File: config.mk
export PLATFORM = sky130hd
export DESIGN_NAME = trap_ctrl
export DESIGN_NICKNAME = d
export VERILOG_FILES = /design/src/rtl/trap_ctrl.sv
export SDC_FILE = /design/constraint.sdc
export NUM_CORES = 1
export LEC_CHECK = 0
export CAP_MARGIN = 0
export CORE_ASPECT_RATIO = 0.5
export CORE_MARGIN = 3
export CORE_UTILIZATION = 32
export DETAILED_ROUTE_END_ITERATION = 10
export HOLD_SLACK_MARGIN = 0.03
export PLACE_DENSITY = 0.77
export REMOVE_ABC_BUFFERS = 1
export SLEW_MARGIN = 20
export SYNTH_ARGS = -nofsm -noshare
export SYNTH_HDL_FRONTEND = slang
export SYNTH_SLANG_ARGS = --single-unit
File: constraint.sdc
create_clock -name clk -period 2.64 [get_ports clk]
set_input_delay 0.792 -clock clk [delete_from_list [all_inputs] [get_ports clk]]
set_output_delay 0.792 -clock clk [all_outputs]
set_load 0.05 [all_outputs]
File: src/rtl/trap_ctrl.sv
// trap_ctrl: machine-mode trap sequencer at the writeback boundary.
// On an exception, interrupt or mret seen in wb it flushes the pipeline,
// walks the CSR updates through the single CSR write port, then issues a
// one-cycle fetch redirect.
// Optional feature macro: TRAP_MTVAL_EN adds the MTVAL write step and the
// mtval capture register.
//
// state     | meaning
// ----------+-----------------------------------------------------------
// S_IDLE    | watching wb for exception / interrupt / mret
// S_MEPC    | writing saved PC to mepc (0x341)
// S_MCAUSE  | writing saved cause to mcause (0x342)
// S_MTVAL   | writing saved trap value to mtval (0x343), macro builds only
// S_MSTATUS | writing updated mstatus (0x300)
// S_JUMP    | redirecting fetch to the handler or to mepc
module trap_ctrl #(
  parameter int XLEN       = 32,
  parameter int CSR_ADDR_W = 12
) (
  input  logic                  clk,
  input  logic                  rst,
  input  logic                  wb_valid,
  input  logic [XLEN-1:0]       wb_pc,
  input  logic [XLEN-1:0]       wb_inst,
  input  logic                  wb_exp_flag,
  input  logic                  wb_inst_addr_misal,
  input  logic                  wb_is_illg_inst,
  input  logic                  wb_is_ebreak_inst,
  input  logic                  wb_is_ecall_inst,
  input  logic                  wb_is_mret_inst,
  input  logic                  int_req,
  input  logic [XLEN-1:0]       mstatus_in,
  input  logic [XLEN-1:0]       mtvec_in,
  input  logic [XLEN-1:0]       mepc_in,
  output logic                  int_flag,
  output logic                  pipe_flush,
  output logic                  csr_we,
  output logic [CSR_ADDR_W-1:0] csr_waddr,
  output logic [XLEN-1:0]       csr_wdata,
  output logic                  redirect_valid,
  output logic [XLEN-1:0]       redirect_pc,
  output logic                  trap_busy
);

  localparam logic [CSR_ADDR_W-1:0] ADDR_MSTATUS = CSR_ADDR_W'(12'h300);
  localparam logic [CSR_ADDR_W-1:0] ADDR_MEPC    = CSR_ADDR_W'(12'h341);
  localparam logic [CSR_ADDR_W-1:0] ADDR_MCAUSE  = CSR_ADDR_W'(12'h342);
`ifdef TRAP_MTVAL_EN
  localparam logic [CSR_ADDR_W-1:0] ADDR_MTVAL   = CSR_ADDR_W'(12'h343);
`endif

  localparam logic [XLEN-1:0] CAUSE_MISAL  = XLEN'(0);
  localparam logic [XLEN-1:0] CAUSE_ILLG   = XLEN'(2);
  localparam logic [XLEN-1:0] CAUSE_EBREAK = XLEN'(3);
  localparam logic [XLEN-1:0] CAUSE_ECALL  = XLEN'(11);
  localparam logic [XLEN-1:0] CAUSE_M_EXT  = {1'b1, (XLEN-1)'(11)};

  typedef enum logic [2:0] {
    S_IDLE    = 3'd0,
    S_MEPC    = 3'd1,
    S_MCAUSE  = 3'd2,
`ifdef TRAP_MTVAL_EN
    S_MTVAL   = 3'd3,
`endif
    S_MSTATUS = 3'd4,
    S_JUMP    = 3'd5
  } state_t;

  state_t          state_q, state_d;
  logic [XLEN-1:0] pc_q, pc_d;
  logic [XLEN-1:0] cause_q, cause_d;
  logic            is_mret_q, is_mret_d;
  logic [XLEN-1:0] redirect_pc_q;
`ifdef TRAP_MTVAL_EN
  logic [XLEN-1:0] mtval_q, mtval_d;
  logic [XLEN-1:0] mtval_sel;
`else
  logic            unused_inst;
  assign unused_inst = ^wb_inst;
`endif

  logic            in_idle;
  logic            exp_take, int_take, mret_take, any_take;
  logic [XLEN-1:0] exp_cause;
  logic [XLEN-1:0] mstatus_trap, mstatus_mret;

  // Take decode; reset gates it so every output is quiet while rst is high.
  always_comb begin
    in_idle   = (state_q == S_IDLE) & ~rst;
    exp_take  = in_idle & wb_valid & wb_exp_flag;
    int_take  = in_idle & wb_valid & ~wb_exp_flag & int_req & mstatus_in[3];
    mret_take = in_idle & wb_valid & ~wb_exp_flag & ~int_take & wb_is_mret_inst;
    any_take  = exp_take | int_take | mret_take;
  end

  // Exception cause priority; a flagged exception with no cause bit reports illegal.
  always_comb begin
    exp_cause = CAUSE_ILLG;
    if (wb_inst_addr_misal)     exp_cause = CAUSE_MISAL;
    else if (wb_is_illg_inst)   exp_cause = CAUSE_ILLG;
    else if (wb_is_ebreak_inst) exp_cause = CAUSE_EBREAK;
    else if (wb_is_ecall_inst)  exp_cause = CAUSE_ECALL;
  end

`ifdef TRAP_MTVAL_EN
  // Trap value: faulting PC for misaligned, instruction word for illegal.
  always_comb begin
    mtval_sel = '0;
    if (exp_take) begin
      if (wb_inst_addr_misal)   mtval_sel = wb_pc;
      else if (wb_is_illg_inst) mtval_sel = wb_inst;
    end
  end
`endif

  // mstatus images for trap entry and mret; MPP is always forced to machine.
  always_comb begin
    mstatus_trap        = mstatus_in;
    mstatus_trap[7]     = mstatus_in[3];
    mstatus_trap[3]     = 1'b0;
    mstatus_trap[12:11] = 2'b11;
    mstatus_mret        = mstatus_in;
    mstatus_mret[3]     = mstatus_in[7];
    mstatus_mret[7]     = 1'b1;
    mstatus_mret[12:11] = 2'b11;
  end

  // Next state, capture values and all sequencer outputs.
  always_comb begin
    state_d        = state_q;
    pc_d           = pc_q;
    cause_d        = cause_q;
    is_mret_d      = is_mret_q;
`ifdef TRAP_MTVAL_EN
    mtval_d        = mtval_q;
`endif
    int_flag       = 1'b0;
    pipe_flush     = 1'b0;
    csr_we         = 1'b0;
    csr_waddr      = '0;
    csr_wdata      = '0;
    redirect_valid = 1'b0;
    redirect_pc    = redirect_pc_q;
    trap_busy      = 1'b0;

    unique case (state_q)
      S_IDLE: begin
        int_flag   = int_take;
        pipe_flush = any_take;
        if (any_take) begin
          pc_d      = wb_pc;
          cause_d   = exp_take ? exp_cause : (int_take ? CAUSE_M_EXT : '0);
          is_mret_d = mret_take;
`ifdef TRAP_MTVAL_EN
          mtval_d   = mtval_sel;
`endif
          state_d   = mret_take ? S_MSTATUS : S_MEPC;
        end
      end
      S_MEPC: begin
        pipe_flush = 1'b1;
        trap_busy  = 1'b1;
        csr_we     = 1'b1;
        csr_waddr  = ADDR_MEPC;
        csr_wdata  = pc_q;
        state_d    = S_MCAUSE;
      end
      S_MCAUSE: begin
        pipe_flush = 1'b1;
        trap_busy  = 1'b1;
        csr_we     = 1'b1;
        csr_waddr  = ADDR_MCAUSE;
        csr_wdata  = cause_q;
`ifdef TRAP_MTVAL_EN
        state_d    = S_MTVAL;
`else
        state_d    = S_MSTATUS;
`endif
      end
`ifdef TRAP_MTVAL_EN
      S_MTVAL: begin
        pipe_flush = 1'b1;
        trap_busy  = 1'b1;
        csr_we     = 1'b1;
        csr_waddr  = ADDR_MTVAL;
        csr_wdata  = mtval_q;
        state_d    = S_MSTATUS;
      end
`endif
      S_MSTATUS: begin
        pipe_flush = 1'b1;
        trap_busy  = 1'b1;
        csr_we     = 1'b1;
        csr_waddr  = ADDR_MSTATUS;
        csr_wdata  = is_mret_q ? mstatus_mret : mstatus_trap;
        state_d    = S_JUMP;
      end
      S_JUMP: begin
        pipe_flush     = 1'b1;
        trap_busy      = 1'b1;
        redirect_valid = 1'b1;
        // Direct mode only: the mode bits of mtvec are dropped.
        redirect_pc    = is_mret_q ? mepc_in : {mtvec_in[XLEN-1:2], 2'b00};
        state_d        = S_IDLE;
      end
      default: begin
        state_d = S_IDLE;
      end
    endcase
  end

  // State, capture and redirect-target registers.
  always_ff @(posedge clk or posedge rst) begin
    if (rst) begin
      state_q       <= S_IDLE;
      pc_q          <= '0;
      cause_q       <= '0;
      is_mret_q     <= 1'b0;
      redirect_pc_q <= '0;
`ifdef TRAP_MTVAL_EN
      mtval_q       <= '0;
`endif
    end else begin
      state_q       <= state_d;
      pc_q          <= pc_d;
      cause_q       <= cause_d;
      is_mret_q     <= is_mret_d;
      redirect_pc_q <= redirect_pc;
`ifdef TRAP_MTVAL_EN
      mtval_q       <= mtval_d;
`endif
    end
  end

endmodule

==> flow_metrics.tcl <==
set metrics [dict create \
    status "complete, but fails checks" \
    failed_checks "negative setup slack" \
    routed_wirelength_um 13400 \
    path_cells "buf_6 > nor3b_4 > buf_6 > bufbuf_16 > a22o_4 > buf_12" \
    drt_pass1_iterations 4 \
    synthMuxAreaShare_pct 20.8 \
    clockRootBuffer "clkbuf_16" \
    synthTopCellsByCount "72 x dfrtp_1, 41 x nand2_1, 40 x o21ai_0" \
    antenna_found_initial 0 \
    clock-sinks 72 \
    gp_congestion 0.797 \
    power.total_uw 11100 \
    routed_via_density 4.85 \
    ys_types 35 \
    die_w_um 157 \
    ff2ff_setup_slack_ps 680 \
    path_clk_slew_ps 60 \
    crit_type "reg -> out" \
    syn_area_um2 3640 \
    fin_nets 742 \
    fin_ws_ps -33.5 \
    grt_usage_pct 20.2 \
    fill_cells 686 \
    drv_cap 0 \
    syn_inst 315 \
    drive_gt1_share_pct 37.1 \
    die-area_um2 12800 \
    slew_violations 0 \
    critical_path.n_buffers_inverters 4 \
    fin_worst_skew_ps 5.35 \
    setup_viol 8 \
    first_iter_violations 133 \
    drc 0 \
    worstPathMaxFanout 8 \
    synth_compound_area_share_pct 15.5 \
    coreArea_um2 10600 \
    synth_area_leaders "dfrtp_1 50%, mux2_4 11%, mux2i_1 8.3%, a22o_1 6.7%, o21ai_0 5.5%" \
    wl_per_cell_um 18.7 \
    grt_overflow 0 \
    antenna_cells 0 \
    h-tree-depth 3 \
    crit_start "state_q[1]" \
    crit_end "csr_wdata[10]" \
    hold_ws_ps 502 \
    io_buffers 207 \
    timing.final.crit_share_pct 101 \
    area_growth_pct 107 \
    synth_top_area_share_pct 49.5 \
    synth_adder_area_share_pct 0 \
    post-dp-hpwl_um 9690 \
    clk_path_buf_depth 2 \
    synthMostInstantiatedCell "dfrtp_1" \
    ant_nets 0 \
    crit_slowest_cell "dfrtp_2" \
    setup.worst_path.end_class "output pin" \
    p_leak_uw 0.00349 \
    grt_pass1_vias 3589 \
    row_count 26 \
    ys_ff_latch 72 \
    hold_viol 0 \
    ir_drop_uv 1250 \
    die_y_um 81.4 \
    ys_warn_count 0 \
    tritoncts "built" \
    rr_endpoint "pc_q[31]" \
    postCtsHoldBufs 0 \
    grt_pass1_wl_um 19700 \
    hp-class "reg -> reg" \
    syn-mean-instance-area_um2 11.6 \
    ioPinCount 251 \
    vias 3476 \
    p_per_area_nw_per_um2 1480 \
    cts_buffers 9 \
    grt_max_degree 66 \
    timing.rr.start "state_q[1]" \
    grt_setup_unrepaired "true" \
    slowest_delay_ps 430 \
    synth_flop_cell "dfrtp_1" \
    cpMostUsedCell "buf_6" \
    synth_edf_count 0 \
    start_util_pct 34.2 \
    synth_top_family_by_area "multiplexers" \
    synthXorXnorAreaFrac_pct 0.241 \
    fmax_ghz 0.374 \
    worst-path-stages 6 \
    worst_setup_path_start_kind "register" \
    seq_area_frac_synth_pct 49.5 \
    critPathTopFamily "buffers and inverters" \
    cp_data_arrival_time_ps 1880 \
    worst_r2r_path_depth 7 \
    period_minus_slack_ps 2670 \
    clk_latency_ps 320 \
    synthSimpleGateAreaFrac_pct 8.18 \
    async_flop_share_pct 100 \
    synth_top_area_cell "dfrtp_1" \
    critPathRequiredTime_ps 1850 \
]
-- logic make-up after synthesis --
family	count (synthesis)
mux	62
buf+inv	36
flops	72
compound gates	82
simple gates	61
xor+xnor	1
other cells	1
-- routing by layer --
layer	vias to the layer above	share of wire (%)	wire, um	global-route usage [%]
li1	1633	-	-	-
met1	1732	39	5270	23.9
met2	89	55	7360	37.0
met3	22	3.1	411	4.53
met4	0	2.7	366	6.38
met5	-	0	0	0
-- state kept, by name, indices dropped and copies added, names as in the netlist --
name	cells
cause_q	4
is_mret_q	1
pc_q	32
redirect_pc_q	32
state_q	3
-- where the power goes --
group | switching (uW) | total, uW | internal (uW) | leakage, uW
registers | 315 | 1970 | 1650 | 0.000871
logic | 3950 | 7970 | 4020 | 0.00247
clock network | 454 | 1210 | 756 | 0.000145
-- layout by cell type (no fill, tap or decap), types with 2 or more instances in the layout --
cell	n
a22o_1	19
mux2i_1	30
dfrtp_2	4
nand3b_1	2
clkinv_2	2
a21o_1	3
o21ai_1	13
and2_1	2
a22oi_1	3
clkbuf_16	11
inv_1	4
nor2_1	3
o21ai_2	2
buf_12	79
clkdlybuf4s50_1	130
conb_1	7
buf_4	52
nand2_1	39
mux2_2	6
o21ai_0	25
mux2_4	26
nand2_2	2
buf_6	3
nand3_1	2
dfrtp_1	68
a22o_4	9
-- cell type report --
type / instances / area (um2) / area share [%]
timing repair buffer: 271 / 3450 / 45.8
sequential: 72 / 1810 / 24.0
multi-input combinational: 213 / 1790 / 23.7
clock buffer: 11 / 243 / 3.22
tap: 140 / 175 / 2.33
clock inverter: 5 / 56.3 / 0.747
inverter: 5 / 18.8 / 0.249
-- worst register-to-register path, stage by stage (launching register included) --
cell	delay, ps
dfrtp_2	430
buf_4	150
buf_4	130
nor4_4	300
buf_4	190
o211ai_4	80
buf_12	190
mux2_4	370
-- repair_timing --
action | in CTS | in global routing
endpoints found under the setup margin | 44 | 32
gates resized for setup | 28 | 18
cloned | 2 | 2
setup buffers | 5 | 5
pin swaps | 6 | 4
-- per-stage QoR --
step / setup TNS [ps] / cells / cell area (um2) / util (%) / setup slack, ps
after detailed placement: -864 / 687 / 6910 / 65.0 / -341
after floorplan: -99450 / 290 / 3480 / - / -1620
after CTS: 0 / 710 / 7410 / 69.7 / 7.58
after global placement: -663 / 687 / 6910 / 65.0 / -352
after global routing: -1100 / 717 / 7530 / 70.8 / -82.7
final: -226 / 717 / 7530 / 70.8 / -33.5
-- how the worst min path moves through the flow --
stage	from	to	slack (ps)	depth (start not counted)
6_report	cause_q[1]	cause_q[1]	500	1
4_1_cts	redirect_pc_q[17]	redirect_pc_q[17]	500	2
5_1_grt	cause_q[31]	cause_q[31]	530	1
3_3_place_gp	redirect_pc_q[16]	redirect_pc_q[16]	480	2
3_5_place_dp	redirect_pc_q[17]	redirect_pc_q[17]	490	2
2_1_floorplan	cause_q[31]	cause_q[31]	460	1
Power figures use the tool's default switching activity.
